===== src/rtl/ps2_scancode_decoder_pkg.sv =====
// Shared definitions for the PS/2 Set-2 scan-code decoder: FSM states,
// prefix byte values, the event record and the ignore-list helper.
package ps2_scancode_decoder_pkg;

    typedef enum logic [2:0] {
        S_IDLE    = 3'd0,
        S_EXT     = 3'd1,
        S_BRK     = 3'd2,
        S_EXT_BRK = 3'd3,
        S_PAUSE   = 3'd4
    } ps2_state_t;

    localparam logic [7:0] PFX_EXT    = 8'hE0;
    localparam logic [7:0] PFX_BRK    = 8'hF0;
    localparam logic [7:0] PFX_PAUSE  = 8'hE1;
    localparam logic [2:0] PAUSE_SKIP = 3'd7;

    localparam int EV_W = 10;

    typedef struct packed {
        logic [7:0] code;
        logic       ext;
        logic       brk;
    } ps2_event_t;

    // Keyboard status/ack bytes that never start or form a key event.
    function automatic logic is_ignored(input logic [7:0] b);
        return (b == 8'h00) || (b == 8'hAA) || (b == 8'hEE) || (b == 8'hFA) ||
               (b == 8'hFC) || (b == 8'hFE) || (b == 8'hFF);
    endfunction

endpackage


===== src/rtl/ps2_scancode_decoder_fifo.sv =====
// Small synchronous event FIFO with first-word-fall-through head.
// Pointers carry one extra wrap bit so full and empty are distinguishable.
// A write while full is accepted only when a read happens in the same cycle.
module ps2_scancode_decoder_fifo #(
    parameter int WIDTH = 10,
    parameter int DEPTH = 4
) (
    input  logic             clk,
    input  logic             rst,
    input  logic             wr_en,
    input  logic [WIDTH-1:0] wr_data,
    input  logic             rd_en,
    output logic [WIDTH-1:0] rd_data,
    output logic             full,
    output logic             empty
);
    localparam int AW = $clog2(DEPTH);

    logic [AW:0]      wr_ptr;
    logic [AW:0]      rd_ptr;
    logic [WIDTH-1:0] mem [DEPTH];
    logic             wr_ok;
    logic             rd_ok;

    assign empty   = (wr_ptr == rd_ptr);
    assign full    = (wr_ptr[AW] != rd_ptr[AW]) && (wr_ptr[AW-1:0] == rd_ptr[AW-1:0]);
    assign rd_ok   = rd_en && !empty;
    assign wr_ok   = wr_en && (!full || rd_ok);
    assign rd_data = mem[rd_ptr[AW-1:0]];

    // Storage array; contents are don't-care until written, so no reset.
    always_ff @(posedge clk) begin
        if (wr_ok) begin
            mem[wr_ptr[AW-1:0]] <= wr_data;
        end
    end

    // Read/write pointers, wrapping naturally modulo 2*DEPTH.
    always_ff @(posedge clk or posedge rst) begin
        if (rst) begin
            wr_ptr <= '0;
            rd_ptr <= '0;
        end else begin
            if (wr_ok) wr_ptr <= wr_ptr + {{AW{1'b0}}, 1'b1};
            if (rd_ok) rd_ptr <= rd_ptr + {{AW{1'b0}}, 1'b1};
        end
    end

endmodule


===== src/rtl/ps2_scancode_decoder.sv =====
// PS/2 Set-2 scan-code decoder: turns received bytes into key events
// {code, ext, brk} by stripping E0/F0 prefixes and the E1 Pause sequence.
//
//   state     | meaning
//   ----------+-----------------------------------------------
//   S_IDLE    | no prefix pending
//   S_EXT     | E0 seen, waiting for code or F0
//   S_BRK     | F0 seen, waiting for code
//   S_EXT_BRK | E0 F0 seen, waiting for code
//   S_PAUSE   | inside E1 Pause sequence, skipping bytes
module ps2_scancode_decoder
    import ps2_scancode_decoder_pkg::*;
#(
    parameter int DEPTH       = 4,
    parameter int TIMEOUT_CYC = 2_500_000
) (
    input  logic       clk,
    input  logic       rst,
    input  logic       rx_done_tick,
    input  logic [7:0] rx_data,
    input  logic       rx_start,
    input  logic       ev_ready,
    input  logic       clr_err,
    output logic       ev_valid,
    output logic [7:0] ev_code,
    output logic       ev_ext,
    output logic       ev_brk,
    output logic       ovf,
    output logic       frm_err
);
    localparam int TMO_W = (TIMEOUT_CYC > 2) ? $clog2(TIMEOUT_CYC) : 1;
    localparam logic [TMO_W-1:0] TMO_LAST = TMO_W'(TIMEOUT_CYC - 1);

    ps2_state_t       state, state_nx;
    logic [2:0]       skip_cnt, skip_nx;
    logic [TMO_W-1:0] tmo_cnt, tmo_nx;
    logic             push;
    ps2_event_t       push_ev;
    ps2_event_t       head;
    logic             fifo_full;
    logic             fifo_empty;
    logic             ovf_set;
    logic             frm_set;

    // State, skip counter and timeout counter registers.
    always_ff @(posedge clk or posedge rst) begin
        if (rst) begin
            state    <= S_IDLE;
            skip_cnt <= '0;
            tmo_cnt  <= '0;
        end else begin
            state    <= state_nx;
            skip_cnt <= skip_nx;
            tmo_cnt  <= tmo_nx;
        end
    end

    // Next-state decode: consumed bytes advance the sequence, idle cycles age it out.
    always_comb begin
        state_nx = state;
        skip_nx  = skip_cnt;
        tmo_nx   = tmo_cnt;
        push     = 1'b0;
        push_ev  = '0;
        if (rx_done_tick) begin
            tmo_nx = '0;
            if (rx_start) begin
                state_nx = S_IDLE;
            end else begin
                unique case (state)
                    S_IDLE: begin
                        if (rx_data == PFX_EXT) begin
                            state_nx = S_EXT;
                        end else if (rx_data == PFX_BRK) begin
                            state_nx = S_BRK;
                        end else if (rx_data == PFX_PAUSE) begin
                            state_nx = S_PAUSE;
                            skip_nx  = PAUSE_SKIP;
                        end else if (!is_ignored(rx_data)) begin
                            push    = 1'b1;
                            push_ev = '{code: rx_data, ext: 1'b0, brk: 1'b0};
                        end
                    end
                    S_EXT: begin
                        if (rx_data == PFX_BRK) begin
                            state_nx = S_EXT_BRK;
                        end else if (rx_data != PFX_EXT) begin
                            push     = 1'b1;
                            push_ev  = '{code: rx_data, ext: 1'b1, brk: 1'b0};
                            state_nx = S_IDLE;
                        end
                    end
                    S_BRK: begin
                        if (rx_data != PFX_BRK) begin
                            push     = 1'b1;
                            push_ev  = '{code: rx_data, ext: 1'b0, brk: 1'b1};
                            state_nx = S_IDLE;
                        end
                    end
                    S_EXT_BRK: begin
                        push     = 1'b1;
                        push_ev  = '{code: rx_data, ext: 1'b1, brk: 1'b1};
                        state_nx = S_IDLE;
                    end
                    S_PAUSE: begin
                        skip_nx = skip_cnt - 3'd1;
                        if (skip_cnt == 3'd1) begin
                            push     = 1'b1;
                            push_ev  = '{code: PFX_PAUSE, ext: 1'b1, brk: 1'b0};
                            state_nx = S_IDLE;
                        end
                    end
                    default: state_nx = S_IDLE;
                endcase
            end
        end else if (state != S_IDLE) begin
            if (tmo_cnt == TMO_LAST) begin
                state_nx = S_IDLE;
                tmo_nx   = '0;
            end else begin
                tmo_nx = tmo_cnt + TMO_W'(1);
            end
        end
    end

    // A full FIFO only accepts a push when the head is leaving this cycle.
    assign ovf_set = push && fifo_full && !ev_ready;
    assign frm_set = rx_done_tick && rx_start;

    // Sticky error flags; a new error in the clearing cycle takes priority.
    always_ff @(posedge clk or posedge rst) begin
        if (rst) begin
            ovf     <= 1'b0;
            frm_err <= 1'b0;
        end else begin
            if (ovf_set)      ovf <= 1'b1;
            else if (clr_err) ovf <= 1'b0;
            if (frm_set)      frm_err <= 1'b1;
            else if (clr_err) frm_err <= 1'b0;
        end
    end

    ps2_scancode_decoder_fifo #(
        .WIDTH (EV_W),
        .DEPTH (DEPTH)
    ) u_fifo (
        .clk     (clk),
        .rst     (rst),
        .wr_en   (push),
        .wr_data (push_ev),
        .rd_en   (ev_ready),
        .rd_data (head),
        .full    (fifo_full),
        .empty   (fifo_empty)
    );

    assign ev_valid = !fifo_empty;
    assign ev_code  = fifo_empty ? 8'h00 : head.code;
    assign ev_ext   = fifo_empty ? 1'b0  : head.ext;
    assign ev_brk   = fifo_empty ? 1'b0  : head.brk;

endmodule


===== config.mk =====
export PLATFORM = sky130hd
export DESIGN_NAME = ps2_scancode_decoder
export DESIGN_NICKNAME = d
export VERILOG_FILES = /design/src/rtl/ps2_scancode_decoder_pkg.sv /design/src/rtl/ps2_scancode_decoder_fifo.sv /design/src/rtl/ps2_scancode_decoder.sv
export SDC_FILE = /design/constraint.sdc
export NUM_CORES = 1
export LEC_CHECK = 0
export BUFFER_PORTS_ARGS = -buffer_cell sky130_fd_sc_hd__clkbuf_2
export CORE_UTILIZATION = 45
export DETAILED_ROUTE_END_ITERATION = 8
export SLEW_MARGIN = 20
export SYNTH_ARGS = -nofsm -noshare
export SYNTH_HDL_FRONTEND = slang
export SYNTH_SLANG_ARGS = --single-unit

===== constraint.sdc =====
create_clock -name clk -period 2.8 [get_ports clk]
set_input_delay 0.56 -clock clk [delete_from_list [all_inputs] [get_ports clk]]
set_output_delay 0.56 -clock clk [all_outputs]
set_load 0.005 [all_outputs]

==> metrics.yaml, run 1 <==
clock_tree:
  clk_latency_ps: 340
  cts.sinks: 76
  cts-root-buf: "clkbuf_8"
  cts_inserted_buffers: 9
  hold_buffers: 0
  clk_pin_slew_ps: 80
  clk_path_buf_depth: 2
  htree_levels: 3
  cts_tree: "done"
  post_cts_resized: 0
  postCtsSetupBuffers: 0
worst_setup_path:
  r2r_end: "u_fifo.mem[0][2]"
  critPathLaunchType: "flop"
  rr_worst_depth: 5
  r2r_slack_ps: 610
  worstSetupEndpointType: "primary output"
  critPathKind: "flop to primary output"
  startpoint: "u_fifo.rd_ptr[1]"
  crit_arrival_ps: 1970
  crit_end: "ev_code[2]"
  r2r-start: "u_fifo.rd_ptr[1]"
  worst_ep_required_time_ps: 2240
  crit_fanout: 13
power:
  seq_power_share_pct: 45.5
  ir_worst_vdd_mv: 0.317
  p_sw_share_pct: 31.8
  clock_power_share_pct: 24.2
  p_leak_uw: 0.00169
  comb_power_share_pct: 30.3
  power.switching_uw: 1000
  intPower_uw: 2150
  power_density_nw_per_um2: 749
  total_power_uw: 3150
logic_synthesis:
  synth.avg_cell_area_um2: 11.7
  synth_top_family_by_area: "simple AND/OR/NAND/NOR gates"
  netlist_area_um2: 3730
  ys_async_sr_fraction_pct: 47.4
  muxShareOfSynthArea_pct: 6.65
  ys.warnings.count: 0
  synth.distinct_cells: 54
  synth_xor_area_share_pct: 4.70
  syn_nets: 341
  synth-simple-area-share_pct: 19.0
  synth-main-ff-cell: "edfxtp_1"
  synth.ff_latch_count: 76
  synth_compound_gate_area_share_pct: 8.09
  synth_edf_count: 40
  ys_seq_area_share_pct: 56.4
  synthAdderAreaFrac_pct: 2.95
  netlist_instances: 319
global_routing:
  grt_max_degree: 37
  antenna_found_initial: 0
  grt_pass1_vias: 2356
  grt_pass1_wl_um: 11600
  grt-ovfl-total: 0
  grtUsageTotal_pct: 17.8
status:
  outcome: "completed"
finish:
  area_growth_pct: 13.0
  fillerInstances: 698
  drive_gt1_share_pct: 21.3
  utilization_pct: 53.4
  finalNetCount: 379
  finalNonFillerCells: 464
  antenna_cells: 0
timing:
  setup_tns_ps: 0
  slew_viol_final: 0
  finalSetupViolCount: 0
  finalCriticalPeriod_ps: 2530
  tightestPinTransition_ps: 631
  fin_skew_ps: 11.6
  max_clock_freq_mhz: 395
  min_period_over_period_pct: 90.4
  rsz0062_at_grt: "false"
  maxSlewHeadroom_pct: 57.8
  hold_violations: 0
place:
  portBuffers: 26
  place_hpwl_um: 5190
  dp_cells: 448
  gp_congestion: 0.812
drt:
  vias: 2539
  drtIter0Drc: 113
  wl_per_cell_um: 15.3
  drt_pass1_iterations: 4
  ant_nets: 0
  drc_errors: 0
  wl_um: 7090
  drt-vias-per-instance: 5.47
die:
  die-area_um2: 8650
  ios: 27
  start_util_pct: 47.3
  rows: 32
  core_area_um2: 7890
  die_width_um: 93.0
  die_h_um: 93.0
min_path:
  holdCritPathClass: "input port to asynchronous set/reset pin"
flow_run:
  cap_viol_max_count: 0
## cell type report
type	count	area [um2]	share of cell area, %
sequential	76	2100	49.9
tap	102	128	3.03
inverter	12	45.0	1.07
multi-input combinational	221	1540	36.6
timing repair buffer	37	213	5.05
clock inverter	7	58.8	1.40
clock buffer	9	124	2.94
## Yosys cell counts (2+ instances only)
cell type | count | area (um2)
a21oi_1 | 9 | 45.0
a22o_1 | 2 | 17.5
a31oi_1 | 2 | 12.5
a32o_1 | 2 | 20.0
and2_1 | 13 | 81.3
and3_1 | 7 | 43.8
and3_2 | 3 | 22.5
and4_1 | 2 | 17.5
clkbuf_1 | 8 | 30.0
dfrtp_1 | 36 | 901
edfxtp_1 | 40 | 1200
ha_1 | 8 | 100
inv_1 | 12 | 45.0
mux2_2 | 2 | 22.5
mux4_2 | 10 | 225
nand2_1 | 23 | 86.3
nand2b_1 | 2 | 12.5
nand3_1 | 14 | 70.1
nand4_1 | 6 | 37.5
nor2_1 | 35 | 131
nor2b_1 | 3 | 18.8
nor3_1 | 6 | 30.0
nor4_1 | 4 | 25.0
o21ai_0 | 16 | 80.1
o31ai_1 | 4 | 30.0
or2_2 | 2 | 12.5
or4_1 | 3 | 22.5
xnor2_1 | 8 | 70.1
xor2_1 | 12 | 105
## state kept, by name, summed over array words and instances (netlist names)
name / flops
skip_cnt: 3
u_fifo.rd_ptr: 3
frm_err: 1
tmo_cnt: 22
u_fifo.mem: 40
u_fifo.wr_ptr: 3
state: 3
ovf: 1
## worst max-delay path, cell delays in order, from the launching register on
cell	delay (ps)
dfrtp_1	700
xnor2_1	210
nand3_1	340
and2_1	270
clkbuf_2	110
## worst min path at each step
stage                start     endpoint  cells after the start
3_5_place_dp   tmo_cnt[21]  tmo_cnt[21]                      1
2_1_floorplan  tmo_cnt[21]  tmo_cnt[21]                      1
3_3_place_gp   tmo_cnt[21]  tmo_cnt[21]                      1
4_1_cts                rst      frm_err                      3
6_report               rst  tmo_cnt[15]                      3
5_1_grt                rst     state[0]                      3
## per-stage QoR
| step | setup WS, ps | instance area [um2] | hold slack [ps] |
|---|---|---|---|
| 2_1_floorplan | 304 | 3730 | 441 |
| 3_3_place_gp | 85.4 | 4030 | 468 |
| 3_5_place_dp | 53.8 | 4030 | 467 |
| 4_1_cts | 199 | 4210 | 300 |
| 5_1_grt | 110 | 4210 | 340 |
| 6_report | 269 | 4210 | 292 |
## routing by layer
layer	vias to the layer above	global-route usage [%]	wire length, um
met3	7	2.60	249
met4	0	6.92	91
li1	1248	-	-
met1	1230	25.9	3590
met5	-	0	0
met2	54	27.0	3150
## power by group through the flow
stage                     sequential (uW)  combinational [uW]  clock, uW
after detailed placement             1460                 970          0
after floorplan                      1410                 696          0
after global placement               1460                 963          0
after global routing                 1450                1080        830
after CTS                            1440                 976        789
final                                1430                 956        764
## cells by family (layout without fill, tap and decap cells)
group / Yosys count / in the layout
muxes: 12 / 12
xor gates and xnor gates: 20 / 20
adders and majority gates: 9 / 9
DFF: 76 / 76
AOI/OAI and AO/OA: 46 / 46
and+or+nand+nor: 134 / 134
buffers and inverters: 22 / 65
## cells in the final DEF (no fill, tap or decap), types with 4 or more instances in the layout
cell type / Yosys / routed
nor3_1: 6 / 6
xor2_1: 12 / 12
xnor2_1: 8 / 8
mux4_2: 10 / 10
nand2_1: 23 / 23
o31ai_1: 4 / 4
clkbuf_2: 0 / 26
inv_6: 0 / 4
buf_4: 0 / 11
clkbuf_8: 0 / 9
nand3_1: 14 / 14
a21oi_1: 9 / 9
nand4_1: 6 / 6
dfrtp_1: 36 / 36
o21ai_0: 16 / 16
inv_1: 12 / 12
nor4_1: 4 / 4
edfxtp_1: 40 / 40
and3_1: 7 / 7
ha_1: 8 / 8
nor2_1: 35 / 35
and2_1: 13 / 13
No activity file was read; power rests on OpenSTA's default activity.
==> inputs of run 2 (changes only) <==
--- a/config.mk
+++ b/config.mk
@@ -11,4 +11,5 @@
 export SLEW_MARGIN = 20
 export SYNTH_ARGS = -nofsm -noshare
 export SYNTH_HDL_FRONTEND = slang
+export SYNTH_HIERARCHICAL = 1
 export SYNTH_SLANG_ARGS = --single-unit
==> metrics.yaml, run 2 <==
worst_setup_path:
  rr_worst_depth: 8  # was 5
  crit_fanout: 10  # was 13
  critPathKind: "flop to primary output"  # unchanged
  cp_slowest_cell: "mux4_1"  # was dfrtp_1
  slowest_delay_ps: 580  # was 700 ps
  r2r-start: "state[1]"  # was u_fifo.rd_ptr[1]
  r2r_slack_ps: 480  # was 610 ps
  worst_ep_required_time_ps: 2240  # about the same
  worstSetupEndpointType: "primary output"  # unchanged
  crit_path_cell_trace: "buf_4, mux4_1, nor2b_1, clkbuf_2"  # was xnor2_1, nand3_1, and2_1, clkbuf_2
  crit_family: "multiplexers"  # was flip-flops
  r2r_end: "u_fifo/mem[3][4]"  # was u_fifo.mem[0][2]
  critical_path_buf_inv_count: 2  # was 1
  startpoint: "u_fifo/rd_ptr[0]"  # was u_fifo.rd_ptr[1]
  crit_arrival_ps: 1910  # was 1970 ps
  critPathLaunchType: "flop"  # unchanged
global_routing:
  grt_pass1_wl_um: 13200  # was 11600 um
  antenna_found_initial: 0  # unchanged
  grtUsageTotal_pct: 19.5  # was 17.8%
  grt-ovfl-total: 0  # unchanged
  grt_pass1_vias: 2728  # was 2356
  grt_max_degree: 31  # was 37
timing:
  min_period_over_period_pct: 88.2  # was 90.4%
  tightestPinTransition_ps: 617  # was 631 ps
  max_clock_freq_mhz: 405  # was 395 MHz
  finalSetupViolCount: 0  # unchanged
  rsz0062_at_grt: "false"  # unchanged
  finalCriticalPeriod_ps: 2470  # was 2530 ps
  maxSlewHeadroom_pct: 58.6  # was 57.8%
  setup_tns_ps: 0  # unchanged
  fin_skew_ps: 9.22  # was 11.6 ps
  slew_viol_final: 0  # unchanged
  hold_violations: 0  # unchanged
finish:
  antenna_cells: 0  # unchanged
  largest_reg_flops: 40  # unchanged
  finalNonFillerCells: 495  # was 464
  utilization_pct: 54.1  # was 53.4%
  layout_commonest_cell: "edfxtp_1"  # unchanged
  area_growth_pct: 14.9  # was 13.0%
  finalNetCount: 407  # was 379
  final_cell_mix: "40 x edfxtp_1, 36 x dfrtp_1, 35 x nor2_1"  # unchanged
  drive_gt1_share_pct: 20.5  # was 21.3%
logic_synthesis:
  yosysMostFrequentCell: "edfxtp_1"  # unchanged
  synth_top_cell_by_area: "edfxtp_1"  # unchanged
  synth.distinct_cells: 55  # was 54
  ys_async_sr_fraction_pct: 47.4  # unchanged
  netlist_instances: 336  # was 319
  synth_edf_count: 40  # unchanged
  netlist_top_cells_count: "40 x edfxtp_1, 36 x dfrtp_1, 35 x nor2_1, 21 x nand2_1"  # was 40 x edfxtp_1, 36 x dfrtp_1, 35 x nor2_1, 23 x nand2_1, 16 x o21ai_0
  synth.ff_latch_count: 76  # unchanged
  ys.warnings.count: 6  # was 0
  ys_top_cells_by_area: "edfxtp_1 31%, dfrtp_1 23%, mux4_2 5.2%, nor2_1 3.3%, xor2_1 2.9%"  # was edfxtp_1 32%, dfrtp_1 24%, mux4_2 6.0%, nor2_1 3.5%, xor2_1 2.8%
  synth_top_area_share_pct: 30.6  # was 32.2%
  syn_nets: 358  # was 341
  synth.avg_cell_area_um2: 11.7  # about the same
  ys_seq_area_share_pct: 53.5  # was 56.4%
  netlist_area_um2: 3930  # was 3730 um2
  synth-main-ff-cell: "edfxtp_1"  # unchanged
drt:
  drt-vias-per-instance: 5.57  # was 5.47
  ant_nets: 0  # unchanged
  drtIter0Drc: 124  # was 113
  drc_errors: 0  # unchanged
  drt_pass1_iterations: 4  # unchanged
  wl_um: 7860  # was 7090 um
  wl_per_cell_um: 15.9  # was 15.3 um
  vias: 2759  # was 2539
clock_tree:
  cts_tree: "done"  # unchanged
  hold_buffers: 0  # unchanged
  postCtsSetupBuffers: 0  # unchanged
  cts-root-buf: "clkbuf_8"  # unchanged
  clk_latency_ps: 350  # was 340 ps
  clk_pin_slew_ps: 80  # about the same
  clk_path_buf_depth: 2  # unchanged
  htree_levels: 3  # unchanged
  cts_inserted_buffers: 9  # unchanged
  post_cts_resized: 0  # unchanged
  cts.sinks: 76  # unchanged
place:
  gp_congestion: 0.829  # was 0.812
  dp_cells: 479  # was 448
  portBuffers: 26  # unchanged
  place_hpwl_um: 5570  # was 5190 um
die:
  die_h_um: 95.5  # was 93.0 um
  core_area_um2: 8340  # was 7890 um2
  start_util_pct: 47.1  # was 47.3%
  rows: 33  # was 32
  ios: 27  # unchanged
  die-area_um2: 9110  # was 8650 um2
  die_width_um: 95.5  # was 93.0 um
status:
  outcome: "completed"  # unchanged
flow_run:
  cap_viol_max_count: 0  # unchanged
power:
  ir_worst_vdd_mv: 0.304  # was 0.317 mV
  power_density_nw_per_um2: 747  # was 749 nW/um2
  p_leak_uw: 0.00186  # was 0.00169 uW
min_path:
  holdCritPathClass: "input port to asynchronous set/reset pin"  # unchanged
run 2: cell count changes after synthesis, sizes merged, moves of 3 or more:
cell / before / now
o21ai: 17 / 12
inv: 12 / 16
nor3: 6 / 11
xor2: 12 / 15
nor2b: 3 / 16
o41ai: 1 / 4
nand2b: 2 / 5
and2: 14 / 2
a21oi: 9 / 4
and3: 11 / 8
nand4: 6 / 10
run 2: worst max-delay path by stage:
stage / endpoint / slack, ps / cells after the start
final: ev_code[4] / 330 / 4
after floorplan: u_fifo/mem[3][0] / 230 / 8
after global placement: u_fifo/mem[3][7] / 140 / 9
after detailed placement: u_fifo/mem[3][5] / 100 / 9
after CTS: ev_code[4] / 280 / 4
after global routing: ev_code[4] / 190 / 4
run 2: routing by layer:
layer | vias up | track usage [%] | routed length, um
li1 | 1339 | - | -
met3 | 17 | 3.19 | 191
met4 | 0 | 10.4 | 195
met5 | - | 0 | 0
met1 | 1355 | 24.8 | 3700
met2 | 48 | 31.9 | 3780
run 2: cell families (layout without fill, tap and decap cells):
logic type               after synthesis  after routing  synth area share, %
multiplexers                          13             13                 6.69
AO/OA/AOI/OAI                         46             46                 9.68
flip-flops                            76             76                 53.5
XOR/XNOR                              25             25                 5.95
AND/OR/NAND/NOR                      143            143                 19.2
buffers and inverters                 25             79                 2.48
adder cells (fa/ha/maj)                8              8                 2.55
run 2: worst reg2reg max path: cells and delay by family (launching register included):
kind	cells	cell delay [ps]
simple gates	3	360
compound gates	2	520
buf+inv	2	520
xor+xnor	1	140
flops	1	440
run 2: final cells by class:
type                            instances  area (um2)
Tap cell                              105         131
Clock buffer                            9         124
Timing Repair Buffer                   47         300
Fill cell                             730        3820
Clock inverter                          7        67.6
Multi-Input combinational cell        235        1730
Sequential cell                        76        2100
Inverter                               16        60.1
run 2: metrics by stage:
| step | hold WS [ps] | area (um2) | total power (uW) | worst slack [ps] |
|---|---|---|---|---|
| 2_1_floorplan | 351 | 3930 | 2200 | 226 |
| 3_3_place_gp | 485 | 4320 | 2580 | 139 |
| 3_5_place_dp | 494 | 4320 | 2600 | 103 |
| 4_1_cts | 111 | 4520 | 3420 | 275 |
| 5_1_grt | 116 | 4520 | 3620 | 192 |
| 6_report | 113 | 4520 | 3370 | 331 |
run 2: report_power, final:
part           internal, uW  leakage [uW]  switching (uW)  total, uW
clock                   407     0.0000943             411        818
combinational           539      0.000912             584       1120
sequential             1320      0.000852             110       1430
total                  2270       0.00186            1100       3370
